[src/rtl/servant_rst_seq.sv]
// servant_rst_seq: reset sequencer and watchdog for the servant SoC.
// Holds the active-high core reset for HOLD_CYCLES clock edges after power-on,
// a debounced button press, a software request or a watchdog expiry. A
// two-register Wishbone slave exposes the last reset cause and the watchdog.
// Only i_rst_n clears this block; the sequenced core reset never does.
module servant_rst_seq #(
    parameter int HOLD_CYCLES     = 2000000,
    parameter int DEBOUNCE_CYCLES = 65536,
    parameter int WDT_WIDTH       = 24
) (
    input  logic        i_clk,
    input  logic        i_rst_n,
    input  logic        i_btn,
    input  logic        i_wb_cyc,
    input  logic        i_wb_we,
    input  logic        i_wb_adr,
    input  logic [31:0] i_wb_dat,
    output logic [31:0] o_wb_rdt,
    output logic        o_wb_ack,
    output logic        o_rst,
    output logic [1:0]  o_cause
);

    localparam int HOLD_W = $clog2(HOLD_CYCLES);
    localparam int DEB_W  = $clog2(DEBOUNCE_CYCLES + 1);

    localparam logic [HOLD_W-1:0]    HOLD_ZERO = HOLD_W'(0);
    localparam logic [HOLD_W-1:0]    HOLD_ONE  = HOLD_W'(1);
    localparam logic [HOLD_W-1:0]    HOLD_LAST = HOLD_W'(HOLD_CYCLES - 1);
    localparam logic [DEB_W-1:0]     DEB_ZERO  = DEB_W'(0);
    localparam logic [DEB_W-1:0]     DEB_ONE   = DEB_W'(1);
    localparam logic [DEB_W-1:0]     DEB_LAST  = DEB_W'(DEBOUNCE_CYCLES - 1);
    localparam logic [DEB_W-1:0]     DEB_MAX   = DEB_W'(DEBOUNCE_CYCLES);
    localparam logic [WDT_WIDTH-1:0] WDT_ZERO  = WDT_WIDTH'(0);
    localparam logic [WDT_WIDTH-1:0] WDT_ONE   = WDT_WIDTH'(1);

    localparam logic [1:0] CAUSE_POR = 2'd0;
    localparam logic [1:0] CAUSE_BTN = 2'd1;
    localparam logic [1:0] CAUSE_SW  = 2'd2;
    localparam logic [1:0] CAUSE_WDT = 2'd3;

    typedef enum logic {
        ST_ASSERT = 1'b0,
        ST_RUN    = 1'b1
    } state_t;

    // Packs the CTRL read word: cause in [1:0], watchdog enable in bit 8.
    function automatic logic [31:0] ctrl_word(input logic [1:0] cause, input logic en);
        logic [31:0] w;
        w      = 32'h0000_0000;
        w[1:0] = cause;
        w[8]   = en;
        return w;
    endfunction

    // Sequencer state
    state_t              state_r;
    state_t              state_nxt_s;
    logic [HOLD_W-1:0]   hold_cnt_r;
    logic [HOLD_W-1:0]   hold_nxt_s;
    logic                rst_r;
    logic [1:0]          cause_r;
    logic [1:0]          cause_nxt_s;
    logic                restart_s;

    // Button path
    logic                btn_meta_r;
    logic                btn_sync_r;
    logic [DEB_W-1:0]    deb_cnt_r;
    logic [DEB_W-1:0]    deb_nxt_s;
    logic                press_s;

    // Watchdog and software request
    logic                wdt_en_r;
    logic                wdt_en_nxt_s;
    logic [WDT_WIDTH-1:0] wdt_cnt_r;
    logic [WDT_WIDTH-1:0] wdt_cnt_nxt_s;
    logic                sw_req_r;
    logic                sw_req_nxt_s;
    logic                wdt_expire_s;
    logic                in_run_s;

    // Wishbone
    logic                ack_r;
    logic [31:0]         rdt_r;
    logic [31:0]         rdt_nxt_s;
    logic                access_s;
    logic                wr_ctrl_s;
    logic                wr_wdt_s;
    logic [31:0]         wdt_word_s;
    logic                unused_dat_s;

    assign in_run_s     = (state_r == ST_RUN);
    assign access_s     = i_wb_cyc & ~ack_r;
    // Writes are dropped while the core is held in reset.
    assign wr_ctrl_s    = access_s & i_wb_we & in_run_s & ~i_wb_adr;
    assign wr_wdt_s     = access_s & i_wb_we & in_run_s & i_wb_adr;
    // Expiry is checked on the already-zero count, so a kick landing on the
    // 1-to-0 edge reloads the counter before expiry is ever seen.
    assign wdt_expire_s = in_run_s & wdt_en_r & (wdt_cnt_r == WDT_ZERO);
    // Fires exactly once per high run: the count saturates past DEB_LAST.
    assign press_s      = btn_sync_r & (deb_cnt_r == DEB_LAST);
    assign wdt_word_s   = 32'(wdt_cnt_r);
    assign unused_dat_s = ^i_wb_dat;

    assign o_rst    = rst_r;
    assign o_cause  = cause_r;
    assign o_wb_ack = ack_r;
    assign o_wb_rdt = rdt_r;

    // Two-flop synchronizer for the asynchronous button input.
    always_ff @(posedge i_clk or negedge i_rst_n) begin
        if (!i_rst_n) begin
            btn_meta_r <= 1'b0;
            btn_sync_r <= 1'b0;
        end else begin
            btn_meta_r <= i_btn;
            btn_sync_r <= btn_meta_r;
        end
    end

    // Debounce count: consecutive synced-high cycles, saturating at the threshold.
    always_comb begin
        deb_nxt_s = deb_cnt_r;
        if (!btn_sync_r) begin
            deb_nxt_s = DEB_ZERO;
        end else if (deb_cnt_r != DEB_MAX) begin
            deb_nxt_s = deb_cnt_r + DEB_ONE;
        end else begin
            deb_nxt_s = deb_cnt_r;
        end
    end

    // Debounce counter register.
    always_ff @(posedge i_clk or negedge i_rst_n) begin
        if (!i_rst_n) begin
            deb_cnt_r <= DEB_ZERO;
        end else begin
            deb_cnt_r <= deb_nxt_s;
        end
    end

    // Sequence control: next reset state, hold count and cause by event priority.
    always_comb begin
        state_nxt_s = state_r;
        hold_nxt_s  = hold_cnt_r;
        cause_nxt_s = cause_r;
        restart_s   = 1'b0;
        case (state_r)
            ST_ASSERT: begin
                if (press_s) begin
                    hold_nxt_s  = HOLD_ZERO;
                    cause_nxt_s = CAUSE_BTN;
                    restart_s   = 1'b1;
                end else if (hold_cnt_r == HOLD_LAST) begin
                    state_nxt_s = ST_RUN;
                    hold_nxt_s  = HOLD_ZERO;
                end else begin
                    hold_nxt_s = hold_cnt_r + HOLD_ONE;
                end
            end
            ST_RUN: begin
                if (press_s) begin
                    state_nxt_s = ST_ASSERT;
                    hold_nxt_s  = HOLD_ZERO;
                    cause_nxt_s = CAUSE_BTN;
                    restart_s   = 1'b1;
                end else if (wdt_expire_s) begin
                    state_nxt_s = ST_ASSERT;
                    hold_nxt_s  = HOLD_ZERO;
                    cause_nxt_s = CAUSE_WDT;
                    restart_s   = 1'b1;
                end else if (sw_req_r) begin
                    state_nxt_s = ST_ASSERT;
                    hold_nxt_s  = HOLD_ZERO;
                    cause_nxt_s = CAUSE_SW;
                    restart_s   = 1'b1;
                end else begin
                    state_nxt_s = ST_RUN;
                end
            end
            default: begin
                state_nxt_s = ST_ASSERT;
                hold_nxt_s  = HOLD_ZERO;
            end
        endcase
    end

    // Sequencer registers; o_rst is registered from the next state.
    always_ff @(posedge i_clk or negedge i_rst_n) begin
        if (!i_rst_n) begin
            state_r    <= ST_ASSERT;
            hold_cnt_r <= HOLD_ZERO;
            rst_r      <= 1'b1;
            cause_r    <= CAUSE_POR;
        end else begin
            state_r    <= state_nxt_s;
            hold_cnt_r <= hold_nxt_s;
            rst_r      <= (state_nxt_s == ST_ASSERT);
            cause_r    <= cause_nxt_s;
        end
    end

    // Watchdog, enable and software-request updates; a starting sequence wins.
    always_comb begin
        wdt_en_nxt_s  = wdt_en_r;
        wdt_cnt_nxt_s = wdt_cnt_r;
        sw_req_nxt_s  = 1'b0;
        if (wr_ctrl_s) begin
            wdt_en_nxt_s = i_wb_dat[8] & ~i_wb_dat[31];
            sw_req_nxt_s = i_wb_dat[31];
        end else begin
            wdt_en_nxt_s = wdt_en_r;
        end
        if (wr_wdt_s) begin
            wdt_cnt_nxt_s = i_wb_dat[WDT_WIDTH-1:0];
        end else if (in_run_s && wdt_en_r && (wdt_cnt_r != WDT_ZERO)) begin
            wdt_cnt_nxt_s = wdt_cnt_r - WDT_ONE;
        end else begin
            wdt_cnt_nxt_s = wdt_cnt_r;
        end
        if (restart_s) begin
            wdt_en_nxt_s = 1'b0;
            sw_req_nxt_s = 1'b0;
        end else begin
            sw_req_nxt_s = sw_req_nxt_s;
        end
    end

    // Watchdog registers.
    always_ff @(posedge i_clk or negedge i_rst_n) begin
        if (!i_rst_n) begin
            wdt_en_r  <= 1'b0;
            wdt_cnt_r <= WDT_ZERO;
            sw_req_r  <= 1'b0;
        end else begin
            wdt_en_r  <= wdt_en_nxt_s;
            wdt_cnt_r <= wdt_cnt_nxt_s;
            sw_req_r  <= sw_req_nxt_s;
        end
    end

    // Read data mux: only reads update the returned word.
    always_comb begin
        rdt_nxt_s = rdt_r;
        if (access_s && !i_wb_we) begin
            if (i_wb_adr) begin
                rdt_nxt_s = wdt_word_s;
            end else begin
                rdt_nxt_s = ctrl_word(cause_r, wdt_en_r);
            end
        end else begin
            rdt_nxt_s = rdt_r;
        end
    end

    // Wishbone ack and read data registers: one ack per access.
    always_ff @(posedge i_clk or negedge i_rst_n) begin
        if (!i_rst_n) begin
            ack_r <= 1'b0;
            rdt_r <= 32'h0000_0000;
        end else begin
            ack_r <= access_s;
            rdt_r <= rdt_nxt_s;
        end
    end

endmodule

[config.mk]
export PLATFORM = sky130hd
export DESIGN_NAME = servant_rst_seq
export DESIGN_NICKNAME = d
export VERILOG_FILES = /design/src/rtl/servant_rst_seq.sv
export SDC_FILE = /design/constraint.sdc
export NUM_CORES = 1
export LEC_CHECK = 0
export CAP_MARGIN = 0
export CORE_MARGIN = 1
export CORE_UTILIZATION = 40
export CTS_BUF_LIST = sky130_fd_sc_hd__clkbuf_16
export DETAILED_ROUTE_END_ITERATION = 16
export DONT_BUFFER_PORTS = 1
export PLACE_DENSITY_LB_ADDON = 0.15
export SLEW_MARGIN = 30
export SYNTH_ARGS = -nofsm -noshare
export SYNTH_HDL_FRONTEND = slang
export SYNTH_SLANG_ARGS = --single-unit
[constraint.sdc]
create_clock -name i_clk -period 5.4 [get_ports i_clk]
set_input_delay 1.08 -clock i_clk [delete_from_list [all_inputs] [get_ports i_clk]]
set_output_delay 1.08 -clock i_clk [all_outputs]
set_load 0.02 [all_outputs]
==> results of run 1 <==
==> metal layers <==
| layer | part of all wire (%) | global-route usage (%) | up-vias |
|---|---|---|---|
| met4 | 1.6 | 7.45 | 0 |
| met5 | 0 | 0 | - |
| met2 | 47 | 28.8 | 63 |
| li1 | - | - | 1923 |
| met3 | 3.6 | 3.81 | 15 |
| met1 | 48 | 23.6 | 1871 |
==> cell type report <==
class	count	area, sq um
clock buffer	9	225
fill	1222	6720
timing repair buffer	3	22.5
inverter	12	45.0
tap	168	210
multi-input combinational	409	2450
sequential	95	2380
clock inverter	6	55.1
==> cell usage in the layout, fill, tap and decap left out, types with 9 or more instances in the layout <==
cell	count
sky130_fd_sc_hd__o21ai_0	39
sky130_fd_sc_hd__a21oi_1	19
sky130_fd_sc_hd__dfrtp_1	94
sky130_fd_sc_hd__nand2_1	77
sky130_fd_sc_hd__and2_1	15
sky130_fd_sc_hd__nor3_1	10
sky130_fd_sc_hd__xnor2_1	17
sky130_fd_sc_hd__or3_1	12
sky130_fd_sc_hd__nor2_1	29
sky130_fd_sc_hd__and3_1	10
sky130_fd_sc_hd__a31oi_1	28
sky130_fd_sc_hd__nand4_1	17
sky130_fd_sc_hd__nand3_1	26
sky130_fd_sc_hd__inv_1	14
sky130_fd_sc_hd__clkbuf_16	9
==> flip-flops by register name, indices dropped and copies added (netlist names), 2 cells and up <==
| signal | flops |
|---|---|
| o_cause | 2 |
| o_wb_rdt | 24 |
| deb_cnt_r | 17 |
| wdt_cnt_r | 24 |
| hold_cnt_r | 21 |
==> through the flow <==
stage          hold WS, ns  utilization, %  area (sq um)
2_1_floorplan        0.331               -          5050
3_3_place_gp         0.337            42.1          5100
3_5_place_dp         0.335            42.1          5100
4_1_cts              0.349            44.4          5380
5_1_grt              0.351            44.5          5390
6_report             0.349            44.5          5390
==> worst min path at each step <==
stage	end	slack [ns]	depth (start not counted)	start
6_report	btn_sync_r	0.35	0	btn_meta_r
4_1_cts	btn_sync_r	0.35	0	btn_meta_r
3_5_place_dp	btn_sync_r	0.33	0	btn_meta_r
2_1_floorplan	btn_sync_r	0.33	0	btn_meta_r
3_3_place_gp	btn_sync_r	0.34	0	btn_meta_r
5_1_grt	btn_sync_r	0.35	0	btn_meta_r
==> kinds of logic (layout without fill, tap and decap cells) <==
kind of cell	after synthesis	count (layout)	share of synthesized area (%)
AO/OA/AOI/OAI	120	120	14.9
XOR/XNOR	25	25	4.36
adder cells (fa/ha/maj)	5	5	1.25
buffers and inverters	48	30	4.56
flip-flops	95	95	47.3
multiplexers	7	7	1.49
other	1	8	0.0746
AND/OR/NAND/NOR	244	244	26.0
==> where the power goes <==
group / leakage [nW] / internal (mW) / switching (mW)
sequential: 1.15 / 0.741 / 0.0563
clock: 0.144 / 0.351 / 0.268
combinational: 0.920 / 0.0168 / 0.0246
total: 2.22 / 1.11 / 0.349
==> worst max-delay path, stage by stage (launching register included) <==
cell and delay (ns):
sky130_fd_sc_hd__dfrtp_1 0.40, sky130_fd_sc_hd__ha_1 0.23, sky130_fd_sc_hd__and2_1 0.25, sky130_fd_sc_hd__nand2_1 0.10, sky130_fd_sc_hd__nor3_1 0.05, sky130_fd_sc_hd__ha_1 0.22, sky130_fd_sc_hd__nand2_1 0.11, sky130_fd_sc_hd__nand2_1 0.15
sky130_fd_sc_hd__a21oi_1 0.75, sky130_fd_sc_hd__buf_4 0.36, sky130_fd_sc_hd__o21ai_0 0.12, sky130_fd_sc_hd__a31oi_1 0.19
==> results.txt, run 1 <==
The number of cells upsized or downsized after cts came out at 0. The number of cells on the worst reg-to-reg path came out at 11. The overall power of the completed layout came out at 1.46 mW. The setup path with the least slack is of type flop to flop. Of all nets on the critical path, the largest fanout is 18. The final critical-path required period came out at 3.02 ns. Sorting the synthesized cells by area gives the leading types as sky130_fd_sc_hd__dfrtp_1, sky130_fd_sc_hd__nand2_1, sky130_fd_sc_hd__o21ai_0. The level count of the clock H-tree came out at 3. The cell count after placement is 687. The warning count from the yosys run came out at 0.

The final total negative setup slack came out at 0 ns. After clock tree synthesis, the clock-pin slew on the worst setup and hold paths is 0.06 ns. The critical path starts at deb_cnt_r[0]. The library cell with the highest instance count after synthesis is sky130_fd_sc_hd__dfrtp_1. The average instance in the mapped netlist occupies 9.22 sq um. The signed area change from the synthesized netlist to the final layout came out at 7.25%. The summed instance area of the synthesized netlist came out at 5020 sq um. IR analysis of the VDD net gives a maximum drop of 0.110 mV. The total inserted antenna cells came out at 0. The number of routed nets with antenna violations came out at 0. The DRC violations left is 0. The slew of the pin with the lowest slew margin is 0.931 ns. The total clock sinks came out at 95. The number of detailed-routing iterations run before antenna repair came out at 4.

The flip-flop and latch count after synthesis came out at 95. The leading area contributor after synthesis is sky130_fd_sc_hd__dfrtp_1. After layout, the worst setup slack is 2.38 ns.

The quantity of I/O buffers inserted on ports is 0. The most used flip-flop cell after synthesis is sky130_fd_sc_hd__dfrtp_1. The wire length reported by the detailed router came out at 11100 um. The height of the die is 114 um. Setup repair after global routing left no endpoint under its margin. The die outline area came out at 13000 sq um.

The total routing resource utilization after global routing came out at 18.0%. Data on the critical path is required at its endpoint by 5.66 ns. The max-slew violation count is 0.

STA classifies the critical path startpoint as a flop. Entering global routing, the biggest net connects 96 pins. The core footprint came out at 12100 sq um. Setup violations remaining at the end of the flow were counted as 0. The netlist uses 60 different library cells.

The count of placed standard cells in the final layout, fillers left out came out at 702. The number of buffers inserted during clock tree synthesis came out at 9. The post-route clock period utilization came out at 55.9%. After technology mapping, the gate count stands at 545.

The worst hold path belongs to the class flop to flop. The worst register-to-register path begins at deb_cnt_r[0]. The data arrival time of the worst path came out at 3.28 ns.

The clock skew after layout came out at 0.00323 ns. The number of placed I/O pins came out at 74. TritonCTS built the clock tree. The die is 114 um wide.

The row count is 40. The global route total overflow is 0. The number of antenna violations at the first check in global routing is 0. The placed wire-length estimate after detailed placement is 7740 um. The endpoint identified for the worst register-to-register timing path is hold_cnt_r[5]. For this run, the register share of the synthesized area comes to 47.3%. The count of nets after finishing came out at 573.

The worst relative slew slack is 37.9%. The number of vias per cell after detailed routing is 5.52. The worst setup slack for register-to-register paths is 2.38 ns. The worst setup path is captured at a flop. The count of endpoints failing hold in the final timing report is 0. For this design the static power due to leakage is 2.22 nW. The tree is rooted in a sky130_fd_sc_hd__clkbuf_16. The run finished with clean final reports. The global placement routability congestion is 0.845. The latest clock arrival within the worst-skew pair is 0.34 ns.

The maximum buffer depth of the clock tree came out at 2. Prior to clock tree synthesis, the placed netlist has a worst setup slack of 2.38 ns. The number of flops mapped to enable cells by yosys is 0. The DRC marker count from the first detailed-route iteration is 189. The maximum clock frequency came out at 0.331 GHz. The share of flip-flops with an asynchronous set or reset came out at 100%. The end point of the critical path is hold_cnt_r[5]. The starting utilization of the core area came out at 41.5%. The average detailed-routed wire length per instance came out at 15.9 um. Dividing total power by cell area gives a power density of 271 nW/um^2. The number of violations of the max-capacitance limit came out at 0. After synthesis, the most frequently instantiated cells are sky130_fd_sc_hd__dfrtp_1, sky130_fd_sc_hd__nand2_1, sky130_fd_sc_hd__o21ai_0, sky130_fd_sc_hd__nor2_1, sky130_fd_sc_hd__a31oi_1.

Post-CTS timing repair inserted 0 buffers for setup. The fraction of layout cells with a size suffix above 1 is 6.93%. For this block, the via count after detailed routing is 3872. The via count of the first global-routing pass is 3689. The global-route wire length before repair is 18300 um.

The number of buffers inserted by hold repair at cts came out at 0. The top cell type by area accounts for 46.8% of the synthesized area.
Note: power is estimated with default switching activity, not from simulation.
==> run 2, diff against run 1 <==
- clock period: 5.4 -> 3 ns (I/O delays scaled with it)
==> results.txt, run 2 (same netlist as run 1, synthesis figures left out) <==
Setup repair after global routing left no endpoint under its margin. The worst register-to-register path begins at wdt_cnt_r[20]. The latest clock arrival within the worst-skew pair came out at 0.35 ns (about the same). The number of placed I/O pins came out at 74 (unchanged).

The global route total overflow is 0 (unchanged). The buffer count from post-CTS setup fixing came out at 0 (unchanged). Leaving out fill and tap cells, the most frequent cell in the layout is sky130_fd_sc_hd__dfrtp_1. The met1 demand-to-capacity share in global routing is 26.0% (+2.4 points). The area occupied by registers is 2380 sq um (unchanged). Clock tree synthesis selected as its root buffer the cell sky130_fd_sc_hd__clkbuf_16. The signal on the critical path passes through or4_1 -> or4_4 -> o21a_1 -> a221o_1.

Leaving out fill and tap cells, the most frequent cells in the layout are sky130_fd_sc_hd__dfrtp_1, sky130_fd_sc_hd__nand2_1, sky130_fd_sc_hd__o21ai_0. The worst setup path is of the flop to flop kind. The number of buffers inserted during clock tree synthesis came to 9 (unchanged). For this design, the slowest cell found on the critical path is sky130_fd_sc_hd__or4_1. The average detailed-routed wire length per instance is 16.0 um (+1.1%).

The global-route wire length before repair came to 19100 um (+4.3%). The worst hold slack is 0.0853 ns (-0.264 ns). The endpoint required time on the critical path came out at 3.23 ns (-2.43 ns). The total inserted antenna cells is 0 (unchanged).

The met3 usage in global routing was 3.92% (+0.11 points). The final critical-path required period came out at 2.56 ns (-0.455 ns). The DRC violations left is 0 (unchanged). The total clock sinks was 95 (unchanged).

The starting utilization of the core area is 41.5% (unchanged). The total routing resource utilization after global routing came out at 18.9% (+0.91 points). The worst vdd rail ir drop came out at 0.202 mV (+83%). The number of detailed-routing iterations run before antenna repair came out at 4 (unchanged). The global placement routability congestion is 0.870 (+3.0%). The quantity of I/O buffers inserted on ports came out at 0 (unchanged). The DRC marker count from the first detailed-route iteration is 187 (-1.1%). The signed area change from the synthesized netlist to the final layout is 8.62%. The height of the die is 114 um (unchanged). The max-slew violation count is 0 (unchanged). The level count of the clock H-tree is 3 (unchanged).

The row count was 40 (unchanged). The tightest min-delay check is of the input pin to asynchronous set/reset pin type. STA classifies the critical path startpoint as a flop. The worst relative slew slack came out at 48.4% (+10 points). The placed wire-length estimate after detailed placement is 7900 um (+2.1%).

The data arrival time of the worst path is 2.80 ns (-0.48 ns). The worst setup margin came out at 0.437 ns (-1.95 ns). The number of vias per cell after detailed routing came out at 5.50 (-0.23%). The post-route clock period utilization came out at 85.4% (+30 points).

The width of the die is 114 um (unchanged). The wire length reported by the detailed router came out at 11400 um (+2.9%). The most critical setup path has its startpoint at wdt_cnt_r[20].

The top fanout value on the critical path came out at 11 (-7). The flow ran to the end, and the final reports show no timing, DRC or antenna violations. The number of fill cells in the layout came to 1217 (-0.41%). The number of violations of the max-capacitance limit is 0 (unchanged). The maximum clock frequency is 0.390 GHz (+18%). The number of cells on the worst reg-to-reg path came out at 4 (-7). The clock skew after layout came out at 0.00742 ns (+0.00419 ns). The maximum single-stage delay on the critical path came out at 0.67 ns (-0.08 ns). The multi-input gate area in the final layout came out at 2450 sq um (-0.20%).

The number of cells upsized or downsized after cts is 0 (unchanged). The count of nets after finishing came out at 584 (+1.9%). The maximum buffer depth of the clock tree came to 2 (unchanged). The power density over the cells is 469 nW/um^2 (+73%).

The type of destination of the critical path is a flop. The die outline area was 13000 sq um (unchanged). The number of routed nets with antenna violations is 0 (unchanged).

The maximum number of pins on one net before global-route repair is 95 (-1.0%). The total of endpoints with negative setup slack in the final report is 0 (unchanged). The standby leakage power came out at 2.27 nW (+2.3%). The count of endpoints failing hold in the final timing report is 0 (unchanged).

The core footprint was 12100 sq um (unchanged). TritonCTS built the clock tree. The final total negative setup slack came out at 0 ns (unchanged). In this run the most used layer during global routing was met2. The slew of the pin with the lowest slew margin was 0.767 ns (-0.164 ns).

The post-CTS clock slew at the launch and capture registers of the worst setup and hold paths came out at 0.06 ns (about the same). The setup slack at placement came to 0.261 ns (-2.12 ns). The met2 usage in global routing is 28.1% (-0.69 points). The overall power of the completed layout came out at 2.56 mW (+76%).

The fraction of layout cells with a size suffix above 1 came to 7.88% (+0.95 points). The via count of the first global-routing pass is 3784 (+2.6%). The detailed-route via count is 3929 (+1.5%). The number of antenna violations at the first check in global routing was 0 (unchanged).
run 2: critical path, delay by kind of cell (launching register included):
| kind | cells | cell delay [ns] |
|---|---|---|
| DFF | 1 | 0.46 |
| AOI/OAI and AO/OA | 2 | 0.77 |
| and+or+nand+nor | 2 | 1.21 |
run 2: stage by stage:
step / util (%) / cell area, sq um / cells
6_report: 45.1 / 5460 / 714
5_1_grt: 45.1 / 5460 / 714
4_1_cts: 45.0 / 5450 / 714
3_5_place_dp: 42.7 / 5170 / 697
3_3_place_gp: 42.7 / 5170 / 697
2_1_floorplan: - / 5050 / 552
run 2: layout make-up:
cell class	instances	area share, %
inverters	12	0.825
repair buffers	14	2.29
clock inverters	7	0.481
clock buffers	9	4.13
well taps	168	3.85
multi-input cells	409	44.8
flip-flops and latches	95	43.6
run 2: per-layer routing:
layer  vias up  share of wire [%]
li1       1949                  -
met1      1886                 49
met2        73                 45
met3        21                3.7
met4         0                2.4
met5         -                  0
run 2: final timing paths:
| check | to | slack, ns |
|---|---|---|
| setup / recovery | hold_cnt_r[12] | 0.44 |
| min in group i_clk | btn_meta_r | 0.27 |
| hold / removal | o_rst | 0.09 |
| setup reg to reg | hold_cnt_r[12] | 0.44 |
| max in group asynchronous | o_wb_rdt[17] | 2.46 |
| hold reg to reg | btn_sync_r | 0.36 |
run 2: power by group:
part | total, mW | switching (mW) | internal (mW)
clock network | 1.02 | 0.480 | 0.542
logic | 0.107 | 0.0719 | 0.0351
registers | 1.43 | 0.0977 | 1.33
total | 2.56 | 0.650 | 1.91
run 2: what timing repair did:
action / CTS / global route
hold buffers: 1 / 0
setup endpoints to repair: 0 / 0
endpoints found under the hold margin: 94 / 0
